### src/rtl/sync_fifo_ram_ctrl_pkg.sv
// Shared helpers for the FWFT FIFO controller: pointer-width function and defaults.
package sync_fifo_ram_ctrl_pkg;

  localparam int DEF_DATA_WIDTH = 8;
  localparam int DEF_FIFO_DEPTH = 16;

  // ceil(log2(value)); used for pointer and counter widths
  function automatic int clogb2(input int value);
    int r;
    int v;
    r = 0;
    v = value - 1;
    while (v > 0) begin
      r++;
      v = v >> 1;
    end
    return r;
  endfunction

endpackage

### src/rtl/sync_fifo_ram_ctrl_if.sv
// Producer/consumer handshake bundle of the FWFT FIFO; slave side is the FIFO.
interface sync_fifo_ram_ctrl_if #(
  parameter int DATA_WIDTH = 8,
  parameter int FIFO_DEPTH = 16
);
  import sync_fifo_ram_ctrl_pkg::*;

  localparam int CNT_W = clogb2(FIFO_DEPTH) + 1;

  logic                  flush_i;
  logic                  wr_valid_i;
  logic [DATA_WIDTH-1:0] wr_data_i;
  logic                  wr_ready_o;
  logic                  rd_valid_o;
  logic [DATA_WIDTH-1:0] rd_data_o;
  logic                  rd_ready_i;
  logic [CNT_W-1:0]      count_o;

  modport master (
    output flush_i, wr_valid_i, wr_data_i, rd_ready_i,
    input  wr_ready_o, rd_valid_o, rd_data_o, count_o
  );

  modport slave (
    input  flush_i, wr_valid_i, wr_data_i, rd_ready_i,
    output wr_ready_o, rd_valid_o, rd_data_o, count_o
  );

endinterface

### src/rtl/simple_dual_port_2_clock_ram.sv
// Simple dual-port RAM: write port A, registered read port B, independent clocks.
module simple_dual_port_2_clock_ram
  import sync_fifo_ram_ctrl_pkg::*;
#(
  parameter int   DATA_WIDTH = 8,
  parameter int   RAM_DEPTH  = 16,
  parameter       RAM_STYLE  = "distributed",
  parameter logic INIT_VAL   = 1'b0,
  parameter       SIMULATION = "FALSE"
) (
  input  logic                         clka_i,
  input  logic                         wra_i,
  input  logic [clogb2(RAM_DEPTH)-1:0] addra_i,
  input  logic [DATA_WIDTH-1:0]        dina_i,
  input  logic                         clkb_i,
  input  logic                         rdb_i,
  input  logic [clogb2(RAM_DEPTH)-1:0] addrb_i,
  output logic [DATA_WIDTH-1:0]        doutb_o
);

  localparam logic [DATA_WIDTH-1:0] FILL = {DATA_WIDTH{INIT_VAL}};
  // Block RAM read-during-write to the same address is undefined; flag it in simulation.
  localparam bit COLLIDE_FILL = (SIMULATION == "TRUE") && (RAM_STYLE == "block");

  logic [DATA_WIDTH-1:0] r_mem [RAM_DEPTH];
  logic [DATA_WIDTH-1:0] r_doutb;

  always_ff @(posedge clka_i) begin
    if (wra_i) r_mem[addra_i] <= dina_i;
  end

  always_ff @(posedge clkb_i) begin
    if (rdb_i) r_doutb <= (COLLIDE_FILL && wra_i && (addra_i == addrb_i)) ? FILL : r_mem[addrb_i];
  end

  assign doutb_o = r_doutb;

endmodule

### src/rtl/sync_fifo_ram_ctrl.sv
// FWFT FIFO controller around one simple dual-port RAM; head word lives in the RAM read register.
// SYNC_FIFO_LEVEL_EN enables the count_o level output; otherwise count_o is tied to 0.
module sync_fifo_ram_ctrl #(
  parameter int DATA_WIDTH = 8,
  parameter int FIFO_DEPTH = 16,
  parameter     RAM_STYLE  = "distributed"
) (
  input logic                clk_i,
  input logic                rst_i,
  sync_fifo_ram_ctrl_if.slave bus
);
  import sync_fifo_ram_ctrl_pkg::*;

  localparam int            AW       = clogb2(FIFO_DEPTH);
  localparam logic [AW:0]   FULL_CNT = (AW+1)'(FIFO_DEPTH);

  logic [AW-1:0] r_wr_ptr;
  logic [AW-1:0] r_rd_ptr;
  logic [AW:0]   r_ram_cnt;
  logic          r_rd_valid;

  logic w_clear;
  logic w_wr_ready;
  logic w_wr_en;
  logic w_pop;
  logic w_fetch;

  assign w_clear    = rst_i | bus.flush_i;
  assign w_wr_ready = (r_ram_cnt != FULL_CNT);
  assign w_wr_en    = bus.wr_valid_i & w_wr_ready & ~w_clear;
  assign w_pop      = r_rd_valid & bus.rd_ready_i & ~w_clear;
  // Refill the read register whenever it is empty or being consumed this cycle.
  assign w_fetch    = (r_ram_cnt != '0) & (~r_rd_valid | w_pop) & ~w_clear;

  always_ff @(posedge clk_i) begin
    if (w_clear) begin
      r_wr_ptr   <= '0;
      r_rd_ptr   <= '0;
      r_ram_cnt  <= '0;
      r_rd_valid <= 1'b0;
    end else begin
      if (w_wr_en) r_wr_ptr <= r_wr_ptr + 1'b1;
      if (w_fetch) r_rd_ptr <= r_rd_ptr + 1'b1;
      if (w_wr_en & ~w_fetch)      r_ram_cnt <= r_ram_cnt + 1'b1;
      else if (w_fetch & ~w_wr_en) r_ram_cnt <= r_ram_cnt - 1'b1;
      if (w_fetch)    r_rd_valid <= 1'b1;
      else if (w_pop) r_rd_valid <= 1'b0;
    end
  end

  assign bus.wr_ready_o = w_wr_ready;
  assign bus.rd_valid_o = r_rd_valid;

`ifdef SYNC_FIFO_LEVEL_EN
  assign bus.count_o = r_ram_cnt + {{AW{1'b0}}, r_rd_valid};
`else
  assign bus.count_o = '0;
`endif

  simple_dual_port_2_clock_ram #(
    .DATA_WIDTH (DATA_WIDTH),
    .RAM_DEPTH  (FIFO_DEPTH),
    .RAM_STYLE  (RAM_STYLE),
    .INIT_VAL   (1'bx),
    .SIMULATION ("TRUE")
  ) u_ram (
    .clka_i  (clk_i),
    .wra_i   (w_wr_en),
    .addra_i (r_wr_ptr),
    .dina_i  (bus.wr_data_i),
    .clkb_i  (clk_i),
    .rdb_i   (w_fetch),
    .addrb_i (r_rd_ptr),
    .doutb_o (bus.rd_data_o)
  );

endmodule

### src/flat_wrapper.sv
// flat-port wrapper written by rule: the top's interface ports become plain ports
module sync_fifo_ram_ctrl_flat import sync_fifo_ram_ctrl_pkg::*;
#(
  parameter int DATA_WIDTH = 8,
  parameter int FIFO_DEPTH = 16,
  parameter     RAM_STYLE  = "           "
)
  (clk_i, rst_i, bus_flush_i, bus_wr_valid_i, bus_wr_data_i, bus_rd_ready_i, bus_wr_ready_o, bus_rd_valid_o, bus_rd_data_o, bus_count_o);
  sync_fifo_ram_ctrl_if #(.DATA_WIDTH(DATA_WIDTH), .FIFO_DEPTH(FIFO_DEPTH)) bus_i ();
  input logic clk_i;
  input logic rst_i;
  input wire logic [$bits(bus_i.flush_i)-1:0] bus_flush_i;
  input wire logic [$bits(bus_i.wr_valid_i)-1:0] bus_wr_valid_i;
  input wire logic [$bits(bus_i.wr_data_i)-1:0] bus_wr_data_i;
  input wire logic [$bits(bus_i.rd_ready_i)-1:0] bus_rd_ready_i;
  output wire logic [$bits(bus_i.wr_ready_o)-1:0] bus_wr_ready_o;
  output wire logic [$bits(bus_i.rd_valid_o)-1:0] bus_rd_valid_o;
  output wire logic [$bits(bus_i.rd_data_o)-1:0] bus_rd_data_o;
  output wire logic [$bits(bus_i.count_o)-1:0] bus_count_o;
  assign bus_i.flush_i = bus_flush_i;
  assign bus_i.wr_valid_i = bus_wr_valid_i;
  assign bus_i.wr_data_i = bus_wr_data_i;
  assign bus_i.rd_ready_i = bus_rd_ready_i;
  assign bus_wr_ready_o = bus_i.wr_ready_o;
  assign bus_rd_valid_o = bus_i.rd_valid_o;
  assign bus_rd_data_o = bus_i.rd_data_o;
  assign bus_count_o = bus_i.count_o;
  sync_fifo_ram_ctrl #(.DATA_WIDTH(DATA_WIDTH), .FIFO_DEPTH(FIFO_DEPTH), .RAM_STYLE(RAM_STYLE)) u_core (.clk_i(clk_i), .rst_i(rst_i), .bus(bus_i));
endmodule
### config.mk
export PLATFORM = sky130hd
export DESIGN_NAME = sync_fifo_ram_ctrl_flat
export DESIGN_NICKNAME = d
export VERILOG_FILES = /design/src/rtl/sync_fifo_ram_ctrl_pkg.sv /design/src/rtl/sync_fifo_ram_ctrl_if.sv /design/src/rtl/simple_dual_port_2_clock_ram.sv /design/src/rtl/sync_fifo_ram_ctrl.sv /design/src/flat_wrapper.sv
export SDC_FILE = /design/constraint.sdc
export NUM_CORES = 1
export LEC_CHECK = 0
export ABC_AREA = 1
export CAP_MARGIN = 20
export CORE_ASPECT_RATIO = 1.1
export CORE_MARGIN = 2
export CORE_UTILIZATION = 35
export CTS_BUF_LIST = sky130_fd_sc_hd__clkbuf_8 sky130_fd_sc_hd__clkbuf_16
export DETAILED_ROUTE_END_ITERATION = 7
export GPL_ROUTABILITY_DRIVEN = 0
export HOLD_SLACK_MARGIN = 0.12
export SYNTH_ARGS = -nofsm -noshare
export SYNTH_HDL_FRONTEND = slang
export SYNTH_HIERARCHICAL = 1
export SYNTH_SLANG_ARGS = --single-unit
### constraint.sdc
create_clock -name clk_i -period 2.1 [get_ports clk_i]
set_clock_uncertainty 0.2 [all_clocks]
set_input_delay 0.21 -clock clk_i [delete_from_list [all_inputs] [get_ports clk_i]]
set_output_delay 0.21 -clock clk_i [all_outputs]
set_load 0.03 [all_outputs]
* Word-level counts from Yosys, hierarchy flattened
Memory sizes are Yosys's and may differ from the RTL's. A register that Yosys moved wholly into a read port is not among the register bits. Cells that the tools add are included.
Word-level totals: bits in registers 14, logic and storage cells 33, bits of input ports 13, memories 1, output and inout bits 15, RAM bits 128
Operators by class: bitwise gates (word level) 14, eq/ne operators 1, mux-type cells 6, add/sub/neg operators 4, reductions and logical operators 3
Memory list:
- u_core.u_ram.r_mem | depth 16, bits a word 8, read ports 1, clocked after memory_dff 1, write ports 1, RTL line simple_dual_port_2_clock_ram.sv:25 | logic [DATA_WIDTH-1:0] r_mem [RAM_DEPTH];
Operators with widths (number):
- $mux W5 | 2
- $add A4 B1 Y4 const B | 2
- $and A1 B1 Y1 | 8
- $add A5 B1 Y5 const B | 1
- $ne A5 B5 Y1 const B | 1
- $reduce_bool A5 Y1 | 1
- $sub A5 B1 Y5 const B | 1
- $mux W1 | 4
- $not A1 Y1 | 4
- $reduce_bool A2 Y1 | 2
- $or A1 B1 Y1 | 2

* Longest topological paths before layout
depth after elaboration 9, depth in mapped cells 14, depth with buffers taken out 14

* Modules after synthesis
The synthesis kept the hierarchy.
Modules (own cells, without submodules):
- simple_dual_port_2_clock_ram | times used 1, sequential area each 4083.9 µm², area an instance 5846.9 µm², cells each 551
- sync_fifo_ram_ctrl | times used 1, sequential area each 280.3 µm², area an instance 897.1 µm², cells each 121

* Worst setup path after synthesis
No wires, ideal clock.
path type reg2reg, start register u_core.r_ram_cnt[1], end register u_core.r_ram_cnt[3], path slack -244 ps, cell stages (with the launch flop) 14, library setup time 115 ps, clock period less this slack 2344 ps, required time 1785 ps, data arrival time 2029 ps, path buffers 0, path through dfxtp_1 > inv_1 > nand4_4 > nand2_2 > nor2_1 > ha_1 > inv_1 > ha_1 > a21oi_1 > nand2_1 > nand2_1 > nand2_1 > o21ai_0 > inv_1
On the way: cells in the longest elaborated chain, start to end 6, elaborated cells between the ends (all ways) 15, classes of those cells 2 x add/sub; 1 x eq/ne; 2 x mux; 8 x bitwise; 2 x reduce/logical
RTL lines:
- start, declared | RTL line sync_fifo_ram_ctrl.sv:19 | logic [AW:0] r_ram_cnt;
- start signal, assigned | RTL line sync_fifo_ram_ctrl.sv:44 | if (w_wr_en & ~w_fetch) r_ram_cnt <= r_ram_cnt + 1'b1;
- start signal, assigned | RTL line sync_fifo_ram_ctrl.sv:45 | else if (w_fetch & ~w_wr_en) r_ram_cnt <= r_ram_cnt - 1'b1;
- $ne A5 B5 Y1 (*) | RTL line sync_fifo_ram_ctrl.sv:29 | assign w_wr_ready = (r_ram_cnt != FULL_CNT);
- named net bus_wr_ready_o | RTL line flat_wrapper.sv:16 | output wire logic [$bits(bus_i.wr_ready_o)-1:0] bus_wr_ready_o;
- $and A1 B1 Y1 (*) (2 in series) | RTL line sync_fifo_ram_ctrl.sv:30 | assign w_wr_en = bus.wr_valid_i & w_wr_ready & ~w_clear;
- named net u_core.w_wr_en | RTL line sync_fifo_ram_ctrl.sv:24 | logic w_wr_en;
- $not A1 Y1 | RTL line sync_fifo_ram_ctrl.sv:45
- $and A1 B1 Y1 | RTL line sync_fifo_ram_ctrl.sv:45
- $reduce_bool A2 Y1 (no source line)
Mark *: on every way through the listed nets, which the timed path passes. The rest lies on a longest branch. The select of a mux whose other input is x is not followed. A chain may end at the register's enable or synchronous reset.

* Worst setup path after layout
start register u_core.r_ram_cnt[3], end register u_core.r_ram_cnt[4]
On the way: cells in the longest elaborated chain, start to end 6, elaborated cells between the ends (all ways) 15, classes of those cells 2 x add/sub; 1 x eq/ne; 2 x mux; 8 x bitwise; 2 x reduce/logical
RTL lines:
- parallel branches: the longest is 6 deep, another holds $sub A5 B1 Y5
Several ways; the timed one is not identified. The select of a mux whose other input is x is not followed.

==> flow_summary_export.csv <==
group,metric,value,unit
synthesis,async_flop_share,0,%
pwr,power_density,834,nW/µm²
cells_and_area,area_growth,20.2,%
status,status,"complete, no violations",
cells_and_area,antennaDiodeCount,0,
run,max_cap_viol_count,0,
timing,setup_viol,0,
clock_tree,cts.reportedPaths.clkPinSlew,0.06,ns
cells_and_area,fill_cells,1753,
synthesis,synth.largest_area_cell,"edfxtp_1",
worst_setup_path,setup.worst_path.end_class,"flip-flop",
synthesis,synth_top_area_share,60.6,%
synthesis,yosys.area_share.simple,22.5,%
cells_and_area,fin_nets,753,
detailed_routing,avgRoutedWirePerCell,14.3,µm
synthesis,synth_most_common_cell,"nand2_1",
worst_setup_path,cp_max_fo,5,
cells_and_area,drive_gt1_share,14.1,%
synthesis,synth_flop_cell,"edfxtp_1",
synthesis,avgSynthCellArea,10.0,µm²
worst_setup_path,arrival,2.19,ns
detailed_routing,firstDrtPassIters,4,
clock_tree,cts.sinks,150,
timing,maxClockFrequency,495,MHz
detailed_routing,drt_iter0_drc,320,
clock_tree,cts_tree,"built",
synthesis,synthTopCellsByArea,"edfxtp_1, nand2_1, nand3_1",
worst_setup_path,worstSetupPathType,"reg -> reg",
global_routing,first_global_vias,4258,
synthesis,synthTopCellsByCount,"nand2_1, edfxtp_1, inv_1",
cells_and_area,instances_no_fill,992,
detailed_routing,drc,0,
clock_tree,cts_buffers,17,
synthesis,syn_area,6740,µm²
detailed_routing,num_vias,4470,
worst_setup_path,start_kind,"flip-flop",
cells_and_area,seq_area,4370,µm²
timing,tightest_slew,0.654,ns
min_path,hp-class,"in -> reg",
pwr,ir_drop,627,µV
timing,fin_crit,2.02,ns
cells_and_area,multi_input_area,1800,µm²
floorplan,die_w,136,µm
synthesis,synth_xor_xnor_area_share,0.260,%
synthesis,synth_top_family_by_area,"simple AND/OR/NAND/NOR gates",
floorplan,num_rows,53,
placement,post-place-cells,956,
worst_setup_path,crit_required,2.26,ns
floorplan,die_area,20400,µm²
timing,hold_slack,0.272,ns
global_routing,antenna_found_initial,0,
detailed_routing,antenna_left,0,
pwr,p_total,6760,µW
synthesis,synthMuxAreaShare,0,%
clock_tree,insertion_delay,0.42,ns
synthesis,syn_inst,672,
floorplan,core_area,19000,µm²
synthesis,synth-edff-count,136,
global_routing,grt_max_degree,38,
synthesis,synth_fa_ha_area_share,1.41,%
floorplan,pin_count,28,
global_routing,grtUsageTotal,15.0,%
timing,finalCritPeriodShare,96.2,%
floorplan,die_h,150,µm
clock_tree,hold_buffers,0,
clock_tree,htree_levels,4,
placement,hpwl,9080,µm
global_routing,grt_remaining_overflow,0,
detailed_routing,viasPerCell,4.51,
detailed_routing,drt-total-wl,14200,µm
synthesis,ys_types,28,
timing,rsz0062_at_grt,"true",
global_routing,grt_pass1_wl,22700,µm
clock_tree,clk_path_buf_depth,2,
synthesis,synth_compound_area_share,1.35,%
synthesis,ys_warn_count,6,
timing,slew_violations,0,
clock_tree,cts-root-buf,"clkbuf_16",
synthesis,synth-seq-cells,150,
pwr,cellLeakagePower,0.00339,µW
timing,maxSlewHeadroom,56.3,%
floorplan,start_util,35.4,%
timing,hold_violations,0,
synthesis,synth_seq_area_share,64.7,%
placement,io_buffers,22,
path summary, 6_finish.rpt:
path                               from                     to  slack, ns  cells after the start
setup reg to reg    u_core/r_ram_cnt[3]    u_core/r_ram_cnt[4]       0.08                     13
setup / recovery    u_core/r_ram_cnt[3]    u_core/r_ram_cnt[4]       0.08                     13
hold / removal           bus_rd_ready_i  u_core/bus.rd_valid_o       0.27                      4
hold reg to reg   u_core/bus.rd_valid_o  u_core/bus.rd_valid_o       0.31                      2
cells in the final DEF (no fill, tap or decap), types with 5 or more instances in the layout:
| cell | synthesis | layout |
|---|---|---|
| a21oi_1 | 7 | 5 |
| clkdlybuf4s50_1 | 0 | 21 |
| nand3_1 | 106 | 106 |
| edfxtp_1 | 136 | 136 |
| nor2_1 | 29 | 28 |
| clkbuf_16 | 0 | 17 |
| conb_1 | 1 | 5 |
| nand2_1 | 198 | 198 |
| buf_4 | 9 | 43 |
| inv_1 | 113 | 110 |
| dfxtp_1 | 14 | 9 |
| inv_2 | 6 | 8 |
per-stage QoR:
stage	area (µm²)	setup WS (ns)	utilization (%)	setup TNS, ns
2_1_floorplan	6820	-0.0365	-	-0.0516
3_3_place_gp	7470	-0.226	39.2	-3.56
3_5_place_dp	7470	-0.270	39.2	-7.48
4_1_cts	8050	0.00424	42.3	0
5_1_grt	8110	-0.0169	42.6	-0.0312
6_report	8110	0.0789	42.6	0
registers in the layout, summed over array words and instances, names as in the netlist:
name and count:
u_core/u_ram/r_mem 128, u_core/u_ram/doutb_o 8, u_core/r_ram_cnt 5, u_core/r_rd_ptr 4, u_core/r_wr_ptr 4, u_core/bus.rd_valid_o 1
final cells by class:
cell class | count | area share, %
Clock buffer | 17 | 5.25
Clock inverter | 14 | 1.98
Inverter | 120 | 5.62
Multi-Input combinational cell | 377 | 22.2
Sequential cell | 150 | 54.0
Tap cell | 247 | 3.81
Timing Repair Buffer | 67 | 7.18
timing repair:
item | in CTS | in global routing
setup buffers | 0 | 5
setup endpoints to repair | 2 | 3
resized for setup | 1 | 5
pin swaps | 1 | 6
worst max-delay path, stage by stage (launching register included):
cell and delay, ns:
dfxtp_4 0.36, nor2_4 0.16, nand4_4 0.13, nand2_4 0.11, ha_4 0.15, inv_6 0.05
fa_2 0.34, nand2_1 0.07, nand2_1 0.06, nand2_1 0.06, nand2_1 0.04, nand2_1 0.05
nand2_1 0.05, a21oi_2 0.11
metal layers:
metal | track usage, % | wire length (µm) | up-vias
li1 | - | - | 2282
met1 | 19.3 | 6290 | 2064
met2 | 24.4 | 6940 | 100
met3 | 3.29 | 674 | 24
met4 | 6.61 | 327 | 0
met5 | 0 | 0 | -
kinds of logic (layout without fill, tap and decap cells):
group	count (synthesis)	after routing
DFF	150	150
and+or+nand+nor	347	347
other	1	5
buffers and inverters	149	218
adders and majority gates	7	7
AOI/OAI and AO/OA	16	16
xor gates and xnor gates	2	2
report_power, final:
group          switching [µW]  leakage, µW  internal (µW)
Sequential               13.1      0.00134           3280
Combinational             294      0.00177            165
Clock                    1160     0.000278           1850
Total                    1470      0.00339           5290
(Power assumes the default switching activity.)
